$ cat src/rtl/cam_frame_writer_if.sv
// Camera pin bundle plus frame-buffer write port for cam_frame_writer.
// master: the writer (reads camera pins, drives the write side).
// slave:  the camera source / frame buffer side.
interface cam_frame_writer_if;
    logic        cam_pclk;
    logic        cam_vsync;
    logic        cam_href;
    logic [7:0]  cam_data;
    logic [15:0] w_data;
    logic        w_en;
    logic [16:0] w_bufferIndex;
    logic        vsync;
    logic        frame_done;
    logic [2:0]  err;

    modport master (
        input  cam_pclk, cam_vsync, cam_href, cam_data,
        output w_data, w_en, w_bufferIndex, vsync, frame_done, err
    );

    modport slave (
        output cam_pclk, cam_vsync, cam_href, cam_data,
        input  w_data, w_en, w_bufferIndex, vsync, frame_done, err
    );
endinterface

$ cat src/rtl/cam_frame_writer.sv
// Oversampling camera capture: synchronises the 8-bit camera port onto clk,
// pairs bytes into RGB565 pixels and drives a held-level write into the
// frame buffer with a linear pixel index.
module cam_frame_writer #(
    parameter int H_PIXELS    = 320,
    parameter int V_LINES     = 240,
    parameter int W_EN_HOLD   = 4,
    parameter int SYNC_STAGES = 2
) (
    input  logic clk,
    input  logic rst,
    cam_frame_writer_if.master bus
);
    localparam int FRAME_PIXELS = H_PIXELS * V_LINES;
    localparam int COL_W  = $clog2(H_PIXELS + 1);
    localparam int LINE_W = $clog2(V_LINES + 1);
    localparam int HOLD_W = $clog2(W_EN_HOLD + 1);

    localparam logic [COL_W-1:0]  COL_LIMIT   = COL_W'(H_PIXELS);
    localparam logic [COL_W-1:0]  COL_ONE     = COL_W'(1);
    localparam logic [LINE_W-1:0] LINE_LIMIT  = LINE_W'(V_LINES);
    localparam logic [LINE_W-1:0] LINE_ONE    = LINE_W'(1);
    localparam logic [16:0]       LINE_STEP   = 17'(H_PIXELS);
    localparam logic [16:0]       FRAME_LIMIT = 17'(FRAME_PIXELS);
    localparam logic [16:0]       IDX_ONE     = 17'd1;
    localparam logic [16:0]       IDX_MAX     = '1;
    localparam logic [HOLD_W-1:0] HOLD_INIT   = HOLD_W'(W_EN_HOLD);
    localparam logic [HOLD_W-1:0] HOLD_ONE    = HOLD_W'(1);

    typedef enum logic [1:0] {IDLE, WAIT_START, CAPTURE} state_t;

    // Synchroniser chains; the top index is the final (stable) stage.
    logic [SYNC_STAGES-1:0]      pclk_sync_reg, vsync_sync_reg, href_sync_reg;
    logic [SYNC_STAGES-1:0][7:0] data_sync_reg;
    logic pclk_d_reg, vsync_d_reg, href_d_reg;

    logic       pclk_s, vsync_s, href_s;
    logic [7:0] data_s;
    logic       pclk_rise, vsync_rise, vsync_fall, href_fall;
    logic       byte_ev, pix_done, in_range;

    state_t              state_reg;
    logic [COL_W-1:0]    col_reg;
    logic [COL_W-1:0]    col_next;
    logic [LINE_W-1:0]   line_reg;
    logic [16:0]         line_base_reg;
    logic [16:0]         pix_count_reg;
    logic [16:0]         pix_index;
    logic                phase_lo_reg;
    logic [7:0]          hi_byte_reg;
    logic [HOLD_W-1:0]   hold_cnt_reg;
    logic [15:0]         w_data_reg;
    logic [16:0]         w_index_reg;
    logic                w_en_reg;
    logic                frame_done_reg;
    logic [2:0]          err_reg;

    // Shift every camera pin through the synchroniser, then one extra stage for edges.
    always_ff @(posedge clk or posedge rst) begin
        if (rst) begin
            pclk_sync_reg  <= '0;
            vsync_sync_reg <= '0;
            href_sync_reg  <= '0;
            data_sync_reg  <= '0;
            pclk_d_reg     <= 1'b0;
            vsync_d_reg    <= 1'b0;
            href_d_reg     <= 1'b0;
        end else begin
            pclk_sync_reg  <= {pclk_sync_reg[SYNC_STAGES-2:0], bus.cam_pclk};
            vsync_sync_reg <= {vsync_sync_reg[SYNC_STAGES-2:0], bus.cam_vsync};
            href_sync_reg  <= {href_sync_reg[SYNC_STAGES-2:0], bus.cam_href};
            data_sync_reg  <= {data_sync_reg[SYNC_STAGES-2:0], bus.cam_data};
            pclk_d_reg     <= pclk_s;
            vsync_d_reg    <= vsync_s;
            href_d_reg     <= href_s;
        end
    end

    assign pclk_s  = pclk_sync_reg[SYNC_STAGES-1];
    assign vsync_s = vsync_sync_reg[SYNC_STAGES-1];
    assign href_s  = href_sync_reg[SYNC_STAGES-1];
    assign data_s  = data_sync_reg[SYNC_STAGES-1];

    assign pclk_rise  = pclk_s & ~pclk_d_reg;
    assign vsync_rise = vsync_s & ~vsync_d_reg;
    assign vsync_fall = ~vsync_s & vsync_d_reg;
    assign href_fall  = ~href_s & href_d_reg;

    // A byte clocked in the same cycle href drops still belongs to the line.
    assign byte_ev   = pclk_rise & (href_s | href_d_reg);
    assign pix_done  = byte_ev & phase_lo_reg;
    assign in_range  = (col_reg < COL_LIMIT) && (line_reg < LINE_LIMIT);
    assign pix_index = line_base_reg + 17'(col_reg);

    // Column after this cycle's pixel, so a coincident href fall sees the new pixel.
    always_comb begin
        col_next = col_reg;
        if (pix_done && in_range) begin
            col_next = col_reg + COL_ONE;
        end
    end

    // Frame FSM, byte pairing, index bookkeeping and the held w_en level.
    always_ff @(posedge clk or posedge rst) begin
        if (rst) begin
            state_reg      <= IDLE;
            col_reg        <= '0;
            line_reg       <= '0;
            line_base_reg  <= '0;
            pix_count_reg  <= '0;
            phase_lo_reg   <= 1'b0;
            hi_byte_reg    <= '0;
            hold_cnt_reg   <= '0;
            w_data_reg     <= '0;
            w_index_reg    <= '0;
            w_en_reg       <= 1'b0;
            frame_done_reg <= 1'b0;
            err_reg        <= '0;
        end else begin
            frame_done_reg <= 1'b0;
            // w_en drops when the hold count expires; a load in that same last-high
            // cycle is refused (w_en_reg still 1), which guarantees a low cycle.
            if (hold_cnt_reg != '0) begin
                hold_cnt_reg <= hold_cnt_reg - HOLD_ONE;
                if (hold_cnt_reg == HOLD_ONE) begin
                    w_en_reg <= 1'b0;
                end
            end
            case (state_reg)
                IDLE: begin
                    state_reg <= WAIT_START;
                end
                WAIT_START: begin
                    if (vsync_fall) begin
                        state_reg     <= CAPTURE;
                        col_reg       <= '0;
                        line_reg      <= '0;
                        line_base_reg <= '0;
                        pix_count_reg <= '0;
                        phase_lo_reg  <= 1'b0;
                        err_reg       <= '0;
                        w_index_reg   <= '0;
                    end
                end
                CAPTURE: begin
                    if (vsync_rise) begin
                        // Frame end outranks any byte arriving in the same cycle.
                        state_reg      <= WAIT_START;
                        frame_done_reg <= 1'b1;
                        w_index_reg    <= pix_count_reg;
                        if (pix_count_reg < FRAME_LIMIT) begin
                            err_reg[2] <= 1'b1;
                        end
                    end else begin
                        if (byte_ev && !phase_lo_reg) begin
                            hi_byte_reg  <= data_s;
                            phase_lo_reg <= 1'b1;
                        end
                        if (pix_done) begin
                            phase_lo_reg <= 1'b0;
                            if (in_range) begin
                                col_reg <= col_next;
                                if (w_en_reg) begin
                                    err_reg[0] <= 1'b1;
                                end else begin
                                    w_data_reg   <= {hi_byte_reg, data_s};
                                    w_index_reg  <= pix_index;
                                    w_en_reg     <= 1'b1;
                                    hold_cnt_reg <= HOLD_INIT;
                                    if (pix_count_reg != IDX_MAX) begin
                                        pix_count_reg <= pix_count_reg + IDX_ONE;
                                    end
                                end
                            end else begin
                                err_reg[1] <= 1'b1;
                            end
                        end
                        // Line end: drop any orphan HI byte; empty lines do not advance.
                        if (href_fall) begin
                            phase_lo_reg <= 1'b0;
                            if (col_next != '0) begin
                                col_reg <= '0;
                                if (line_reg < LINE_LIMIT) begin
                                    line_reg      <= line_reg + LINE_ONE;
                                    line_base_reg <= line_base_reg + LINE_STEP;
                                end
                            end
                        end
                    end
                end
                default: begin
                    state_reg <= IDLE;
                end
            endcase
        end
    end

    assign bus.w_data        = w_data_reg;
    assign bus.w_en          = w_en_reg;
    assign bus.w_bufferIndex = w_index_reg;
    assign bus.vsync         = vsync_s;
    assign bus.frame_done    = frame_done_reg;
    assign bus.err           = err_reg;
endmodule
$ cat src/flat_wrapper.sv
// flat-port wrapper written by rule: the top's interface ports become plain ports
module cam_frame_writer_flat 
#(
    parameter int H_PIXELS    = 320,
    parameter int V_LINES     = 240,
    parameter int W_EN_HOLD   = 4,
    parameter int SYNC_STAGES = 2
)
  (clk, rst, bus_cam_pclk, bus_cam_vsync, bus_cam_href, bus_cam_data, bus_w_data, bus_w_en, bus_w_bufferIndex, bus_vsync, bus_frame_done, bus_err);
  cam_frame_writer_if bus_i ();
  input  logic clk;
  input  logic rst;
  input wire logic [$bits(bus_i.cam_pclk)-1:0] bus_cam_pclk;
  input wire logic [$bits(bus_i.cam_vsync)-1:0] bus_cam_vsync;
  input wire logic [$bits(bus_i.cam_href)-1:0] bus_cam_href;
  input wire logic [$bits(bus_i.cam_data)-1:0] bus_cam_data;
  output wire logic [$bits(bus_i.w_data)-1:0] bus_w_data;
  output wire logic [$bits(bus_i.w_en)-1:0] bus_w_en;
  output wire logic [$bits(bus_i.w_bufferIndex)-1:0] bus_w_bufferIndex;
  output wire logic [$bits(bus_i.vsync)-1:0] bus_vsync;
  output wire logic [$bits(bus_i.frame_done)-1:0] bus_frame_done;
  output wire logic [$bits(bus_i.err)-1:0] bus_err;
  assign bus_i.cam_pclk = bus_cam_pclk;
  assign bus_i.cam_vsync = bus_cam_vsync;
  assign bus_i.cam_href = bus_cam_href;
  assign bus_i.cam_data = bus_cam_data;
  assign bus_w_data = bus_i.w_data;
  assign bus_w_en = bus_i.w_en;
  assign bus_w_bufferIndex = bus_i.w_bufferIndex;
  assign bus_vsync = bus_i.vsync;
  assign bus_frame_done = bus_i.frame_done;
  assign bus_err = bus_i.err;
  cam_frame_writer #(.H_PIXELS(H_PIXELS), .V_LINES(V_LINES), .W_EN_HOLD(W_EN_HOLD), .SYNC_STAGES(SYNC_STAGES)) u_core (.clk(clk), .rst(rst), .bus(bus_i));
endmodule
$ cat config.mk
export PLATFORM = sky130hd
export DESIGN_NAME = cam_frame_writer_flat
export DESIGN_NICKNAME = d
export VERILOG_FILES = /design/src/rtl/cam_frame_writer_if.sv /design/src/rtl/cam_frame_writer.sv /design/src/flat_wrapper.sv
export SDC_FILE = /design/constraint.sdc
export NUM_CORES = 1
export LEC_CHECK = 0
export CAP_MARGIN = 40
export CORE_AREA = 2 2 118 178
export CTS_CLUSTER_SIZE = 8
export DETAILED_ROUTE_END_ITERATION = 7
export DIE_AREA = 0 0 120 180
export PLACE_DENSITY = 0.52
export SYNTH_ARGS = -nofsm -noshare
export SYNTH_HDL_FRONTEND = slang
export SYNTH_SLANG_ARGS = --single-unit
$ cat constraint.sdc
create_clock -name clk -period 12.1 [get_ports clk]
set_input_delay 3.025 -clock clk [delete_from_list [all_inputs] [get_ports clk]]
set_output_delay 3.025 -clock clk [all_outputs]
set_load 0.01 [all_outputs]
==> impl_metrics.ini, run 1 <==
[placement]
gp_congestion = 0.7877
post-place-ws_ns = 7.458
post-dp-hpwl_mm = 10.08
dpl_cell_area_um2 = 6775
portBuffers = 51

[setup_path]
critPathSlowestCell = clkdlybuf4s50_1
critPathBufInv = 1
critPathTopFamily = buffers and inverters
critPathMaxFanout = 10
crit_required_ns = 9.07
path_class = register to primary output
start_kind = register
worstPathArrival_ns = 1.54
cp-end-kind = primary output
cpPeakStageDelay_ns = 0.61
path_cells = clkdlybuf4s50_1

[clock_network]
insertion_delay_ns = 0.41
clkSlewWorstSetupHoldPaths_ns = 0.06
clock_path_buffers = 2
post_cts_buffers = 0
cts_hold_buf = 0
ctsResizeCount = 0
cts_tree = done
htree_levels = 4
numCtsBuffers = 17
cts-root-buf = clkbuf_16
cts_sinks = 122

[yosys]
synth.avg_cell_area_um2 = 10.24
synth_cells = 580
synth_area_leader_cell = dfrtp_1
synth.cells.most_frequent = 122 x dfrtp_1, 58 x nand2_1, 47 x nor2_1
ys_seq_elements = 122
netlist_top_cells_area = dfrtp_1 51%, mux2_2 5.3%, nand2_1 3.7%
synth_edf_count = 0
synthArstFlopShare_pct = 100.0
yosysMostFrequentCell = dfrtp_1
syn_nets = 608
ys_seq_area_share_pct = 51.42
syn-cell-area_um2 = 5937
synth_ff_type = dfrtp_1
synth_top_area_share_pct = 51.42
ys_warn_count = 0
synth_cell_types = 55

[sta]
relSlewSlack_pct = 46.51
drv_slew = 0
fmax_mhz = 219.3
timing.final.crit_share_pct = 37.69
tightestPinTransition_ns = 0.8023
setup_viol = 0
clock_skew_ns = 0.01005
setup-tns-final_ns = 0
worst_slack_ns = 7.540
fin_crit_ns = 4.560
rsz0062_at_grt = false
hold_viol = 0

[final_layout]
multi_input_area_um2 = 2720
fill_cells = 1994
final_area_um2 = 7347
final-seq-area_um2 = 3053
drive_gt1_share_pct = 13.35
nets = 659
utilization_pct = 36.55
antenna_cells = 0
syn2layout_area_growth_pct = 23.75

[route]
wl_met3_um = 553
drt-pass1-iter-count = 4
post_drt_wl_per_cell_um = 15.82
wl_met2_mm = 7.539
via_count = 4605
highest_layer = met4
drt-total-wl_mm = 14.36
antenna_left = 0
drc = 0
routed_via_density = 5.072
wl_met1_mm = 5.962
drt_iter0_markers = 220

[floorplanning]
dieWidth_um = 120
core_um2 = 20100
die_h_um = 180
fp-row-count = 64
ios = 52
start_util_pct = 29.54
die_area_um2 = 21600

[power_and_ir_drop]
p_leak_nw = 3.106
ir_drop_v = 0.00008880
p_per_area_nw_per_um2 = 176.0

[global_route]
grt_max_degree = 58
overflow = 0
grt_pass1_vias = 4786
grt_pass1_wl_mm = 23.81
grt_usage_pct = 13.81
antenna_found_initial = 0

[outcome]
status = finished clean

[min_path]
hp-class = register to register

[run]
cap_violations = 0
final timing paths:
kind	start	endpoint	slack, ns	cells past startpoint
max	u_core.vsync_sync_reg[1]$_DFF_PP0_	bus_vsync	7.54	1
min	u_core.data_sync_reg[0]$_DFF_PP0_	u_core.data_s[0]$_DFF_PP0_	0.34	0
max reg2reg	u_core.col_reg[6]$_DFFE_PP0P_	u_core.line_reg[5]$_DFFE_PP0P_	8.97	7
min reg2reg	u_core.data_sync_reg[0]$_DFF_PP0_	u_core.data_s[0]$_DFF_PP0_	0.34	0
max in group asynchronous	rst	u_core.pclk_sync_reg[1]$_DFF_PP0_	7.96	4
min in group asynchronous	rst	u_core.col_reg[2]$_DFFE_PP0P_	3.01	2
logic make-up (layout without fill, tap and decap cells):
logic type	Yosys count	count (layout)	synth area share [%]
AND/OR/NAND/NOR	207	207	16.99
AO/OA/AOI/OAI	129	129	14.73
flip-flops	122	122	51.42
buffers and inverters	44	108	3.140
multiplexers	36	36	6.660
XOR/XNOR	26	26	3.836
adder cells (fa/ha/maj)	15	15	3.161
other	1	1	0.06316
layout make-up:
class | instances | area share [%]
flip-flops and latches | 122 | 41.55
multi-input cells | 414 | 37.02
repair buffers | 62 | 8.396
clock buffers | 17 | 5.790
well taps | 264 | 4.496
clock inverters | 15 | 1.993
inverters | 14 | 0.7493
placed cells by master, fill, tap and decap left out, drive strengths merged, types with 15 or more instances in the layout:
master / count
dfrtp: 122
clkdlybuf4s50: 51
inv: 25
mux2: 28
a21oi: 18
nand3: 28
nor2: 47
nand2: 58
xnor2: 17
ha: 15
clkbuf: 17
o21ai: 47
nor3: 15
routing by layer:
metal	up-vias	track usage (%)
li1	2192	-
met1	2301	15.42
met2	92	24.23
met3	20	3.458
met4	0	6.635
met5	-	0
power breakdown:
group / internal [W] / switching [W] / total [W]
registers: 0.000445 / 0.0000286 / 0.000474
clock network: 0.000274 / 0.000215 / 0.000489
logic: 0.000107 / 0.000223 / 0.000330
worst reg2reg max path: cells and delay by family, from the launching register on:
kind / cells / cell delay [ns]
AOI/OAI and AO/OA: 4 / 1.12
DFF: 1 / 0.51
and+or+nand+nor: 3 / 1.34
through the flow:
| stage | power, W | cells | hold slack [ns] |
|---|---|---|---|
| 2_1_floorplan | 0.0007001 | 580 | 0.3312 |
| 3_3_place_gp | 0.0007948 | 873 | 0.3317 |
| 3_5_place_dp | 0.0008127 | 876 | 0.3364 |
| 4_1_cts | 0.001310 | 908 | 0.3474 |
| 5_1_grt | 0.001370 | 908 | 0.3535 |
| 6_report | 0.001293 | 908 | 0.3430 |
Note: power is estimated with default switching activity, not from simulation.
==> run 2, diff against run 1 <==
- PLACE_DENSITY: 0.52 -> 0.54
- clock period: 12.1 -> 4.1 ns (I/O delays scaled with it)
==> impl_metrics.ini, run 2 (synthesis gave the netlist of run 1 again) <==
[clock_network]
htree_levels = 4
ctsResizeCount = 0
cts_tree = done
clock_path_buffers = 2
cts_hold_buf = 0
post_cts_buffers = 0
insertion_delay_ns = 0.42
cts_sinks = 122
cts-root-buf = clkbuf_16
clkSlewWorstSetupHoldPaths_ns = 0.06
numCtsBuffers = 17

[setup_path]
path_class = register to register
critPathSlowestCell = or2_1
start_kind = register
cp-end-kind = register
critPathMaxFanout = 22
path_cells = o21ai_4 > and4b_1 > and4_1 > o2111ai_1 > o41ai_2 > buf_4 > or2_1 > o311ai_0
cpPeakStageDelay_ns = 0.61
crit_required_ns = 4.35
worstPathArrival_ns = 3.46

[sta]
setup_viol = 0
clock_skew_ns = 0.009304
worst_slack_ns = 0.8928
drv_slew = 0
relSlewSlack_pct = 44.72
hold_viol = 0
fmax_mhz = 311.8
setup-tns-final_ns = 0
fin_crit_ns = 3.207
timing.final.crit_share_pct = 78.22
rsz0062_at_grt = false
tightestPinTransition_ns = 0.8292

[power_and_ir_drop]
p_int_w = 0.002479
switching_share_pct = 35.49
p_per_area_nw_per_um2 = 525.0
pwr-share-seq_pct = 36.4
p_comb_share_pct = 24.9
clockPowerShare_pct = 38.7
finalPower_w = 0.003843
ir_drop_v = 0.0002870
p_sw_w = 0.001364
p_leak_nw = 3.101

[placement]
post-place-ws_ns = 0.9108
post-dp-hpwl_mm = 9.489
portBuffers = 51
gp_congestion = 0.7720
dp.cells = 875

[floorplanning]
die_area_um2 = 21600
fp-row-count = 64
core_um2 = 20100
ios = 52
dieWidth_um = 120
die_h_um = 180
start_util_pct = 29.54

[final_layout]
drive_gt1_share_pct = 13.06
fin_cells = 907
layout_common_cells = 122 x dfrtp_1, 58 x nand2_1, 51 x clkdlybuf4s50_1, 47 x nor2_1, 40 x o21ai_0
nets = 658
antenna_cells = 0
mostFrequentLayoutCell = dfrtp_1
syn2layout_area_growth_pct = 23.31

[global_route]
grt_usage_pct = 13.80
grt_max_degree = 123
grt_pass1_wl_mm = 23.66
antenna_found_initial = 0
grt_pass1_vias = 4731
overflow = 0

[route]
post_drt_wl_per_cell_um = 15.43
drt-pass1-iter-count = 4
drt-total-wl_mm = 14.00
drc = 0
antenna_left = 0
via_count = 4549
drt_iter0_markers = 258
routed_via_density = 5.015

[min_path]
hp-class = register to register

[outcome]
status = finished clean

[run]
cap_violations = 0
run 2: power groups by stage:
stage                     Clock, W  Sequential [W]  Combinational [W]
after floorplan                  0         0.00140           0.000664
after global placement           0         0.00141           0.000910
after detailed placement         0         0.00142           0.000957
after CTS                  0.00153         0.00140           0.000962
after global routing       0.00158         0.00142            0.00107
final                      0.00149         0.00140           0.000958
run 2: worst paths after layout:
kind	start	to	slack, ns	cells after the start
min in group asynchronous	rst	u_core.col_reg[1]$_DFFE_PP0P_	1.14	3
max reg2reg	u_core.col_reg[6]$_DFFE_PP0P_	u_core.line_base_reg[12]$_DFFE_PP0P_	0.89	8
max	u_core.col_reg[6]$_DFFE_PP0P_	u_core.line_base_reg[12]$_DFFE_PP0P_	0.89	8
max in group asynchronous	rst	u_core.bus.w_data[8]$_DFFE_PP0P_	2.49	3
min reg2reg	u_core.data_sync_reg[1]$_DFF_PP0_	u_core.data_s[1]$_DFF_PP0_	0.34	0
min	u_core.data_sync_reg[1]$_DFF_PP0_	u_core.data_s[1]$_DFF_PP0_	0.34	0
run 2: final cells by class:
type | instances | area, um2
timing repair buffer | 61 | 598.1
tap | 264 | 330.3
multi-input combinational | 414 | 2706
clock buffer | 17 | 425.4
fill | 1990 | 12780
inverter | 14 | 56.30
sequential | 122 | 3053
clock inverter | 15 | 151.4
run 2: critical path: cells and delay by family (launching register included):
| family | cells | cell delay, ns |
|---|---|---|
| AOI/OAI and AO/OA | 4 | 0.95 |
| buffers and inverters | 1 | 0.30 |
| DFF | 1 | 0.50 |
| and+or+nand+nor | 3 | 1.27 |
run 2: per-layer routing:
metal	share of wire, %	track usage (%)
met1	41	15.81
met2	51	23.25
met5	0	0
met3	4.6	3.871
met4	3.3	7.106
run 2: through the flow:
stage / hold WS, ns / area (um2) / util (%)
final: 0.3418 / 7321 / 36.42
after global routing: 0.3477 / 7321 / 36.42
after CTS: 0.3428 / 7321 / 36.42
after detailed placement: 0.3355 / 6744 / 33.55
after global placement: 0.3321 / 6729 / 33.48
after floorplan: 0.3312 / 5941 / -
==> edit, RTL diff (config.mk and constraints of run 1) <==
`W_EN_HOLD` is set to 4 in 2 places; all go to 8.
--- a/src/rtl/cam_frame_writer.sv
+++ b/src/rtl/cam_frame_writer.sv
@@ -4,7 +4,7 @@
 module cam_frame_writer #(
     parameter int H_PIXELS    = 320,
     parameter int V_LINES     = 240,
-    parameter int W_EN_HOLD   = 4,
+    parameter int W_EN_HOLD   = 8,
     parameter int SYNC_STAGES = 2
 ) (
     input  logic clk,
--- a/src/flat_wrapper.sv
+++ b/src/flat_wrapper.sv
@@ -3,7 +3,7 @@
 #(
     parameter int H_PIXELS    = 320,
     parameter int V_LINES     = 240,
-    parameter int W_EN_HOLD   = 4,
+    parameter int W_EN_HOLD   = 8,
     parameter int SYNC_STAGES = 2
 )
   (clk, rst, bus_cam_pclk, bus_cam_vsync, bus_cam_href, bus_cam_data, bus_w_data, bus_w_en, bus_w_bufferIndex, bus_vsync, bus_frame_done, bus_err);
Function: same outputs for any inputs over 4 cycles, from zero or initial values and one cycle with rst high; that may be too few to reach the edited logic, so the function may still have changed.
==> edit against run 1 <==
Combinational power decreased by 5%; final area increased by 0.68%; register-to-register slack got worse by 0.31 ns; clock power increased by 0.8%; setup slack got worse by 0.073 ns; synthesized area increased by 1.7%; first-iteration DRC count decreased by 2.7%; routed wire length decreased by 4.4%; sequential cell count increased by 1; power about the same; critical endpoint is now bus_w_en; largest cell class unchanged; highest routed layer unchanged.
==> edit: results (changes against run 1) <==
status completed (unchanged); crit path launch u_core.bus.w_en$_DFF_PP0_ (was u_core.vsync_sync_reg[1]$_DFF_PP0_); Hold Path End u_core.data_s[5]$_DFF_PP0_ (was u_core.data_s[0]$_DFF_PP0_); Comb group 314 uW (was 330 uW); P_clk 493 uW (was 489 uW); placed cells 877 (was 876); DR iter-0 viols 214 (was 220); Placed Area 6820 sq um (was 6780 sq um); combinational share of power 24.3% (was 25.5%); Metal-1 WL 5950 microns (was 5960 microns); Sw Pwr 424 uW (was 467 uW); Max VDD drop 101 uV (was 88.8 uV); final WL 13700 microns (was 14400 microns); worst r2r dst u_core.line_base_reg[8]$_DFFE_PP0P_ (was u_core.line_reg[5]$_DFFE_PP0P_); nets 660 (was 659); layout filler cell count 2000 (was 1994); M2 GR Usage 23.0% (was 24.2%); slowest stage delay, CP 0.63 ns (was 0.61 ns); Worst Hold Slack 0.346 ns (was 0.343 ns); Synth area leaders dfrtp_1 51%, mux2_2 4.7%, nand2_1 3.9%, nor2_1 3.5%, o21ai_0 3.2% (was dfrtp_1 51%, mux2_2 5.3%, nand2_1 3.7%, o21ai_0 3.4%, ha_1 3.2%); post-synthesis mux area share 6.65% (was 6.66%); layout cells sized above 1 13.2% (was 13.4%); setup ws final 7.47 ns (was 7.54 ns); CP max FO 6 (was 10); wire length on met3 544 microns (was 553 microns); post-synthesis cell type count 66 (was 55); largest net degree at the start of global routing 56 (was 58); Setup Slack @ Placement 7.45 ns (was 7.46 ns); met1 GRT Util 16.1% (was 15.4%); Synth top cells by count 123 x dfrtp_1, 63 x nand2_1, 56 x nor2_1 (was 122 x dfrtp_1, 58 x nand2_1, 47 x nor2_1); post-DP HPWL 9730 microns (was 10100 microns); flop-to-flop setup slack 8.66 ns (was 8.97 ns); vias in the first global route 4557 (was 4786); Vias/cell 4.88 (was 5.07); first-pass GRT wire length 23200 microns (was 23800 microns); Synth Area in Compound Gates 13.9% (was 14.7%); sequential share of the synthesized area 51.0% (was 51.4%); fin cells 909 (was 908); Leak Pwr 3.18 nW (was 3.11 nW); end of the critical path bus_w_en (was bus_vsync); syn avg cell area 10.3 sq um (was 10.2 sq um); routability cong. 0.853 (was 0.788); worst endpoint data arrival time 1.61 ns (was 1.54 ns); clock skew 0.00547 ns (was 0.0101 ns); worst-case reg-to-reg path depth 11 (was 7); met2 wire length 6970 microns (was 7540 microns); Post-Syn Nets 613 (was 608)
## edit: cell types whose count changed after synthesis, moves of 5 or more
| cell | delta |
|---|---|
| nand2_1 | +5 |
| o311ai_0 | -10 |
| nor2_1 | +9 |
| a22o_1 | -5 |
| a22oi_1 | +5 |
| clkbuf_1 | -8 |
| buf_2 | +8 |
| nor3_1 | -6 |
## edit: cell type report
class,count,area (sq um),share of cell area [%]
timing repair buffer,59,598,8.09
inverter,16,62.6,0.846
clock buffer,17,425,5.75
multi-input combinational,415,2750,37.2
sequential,123,3080,41.6
clock inverter,15,153,2.06
tap,264,330,4.47
## edit: worst reg2reg max path, delay by kind of cell, from the launching register on
family / cells / cell delay [ns]
buffers and inverters: 4 / 1.13
AOI/OAI and AO/OA: 4 / 1.08
adders and majority gates: 1 / 0.15
DFF: 1 / 0.39
and+or+nand+nor: 2 / 0.62
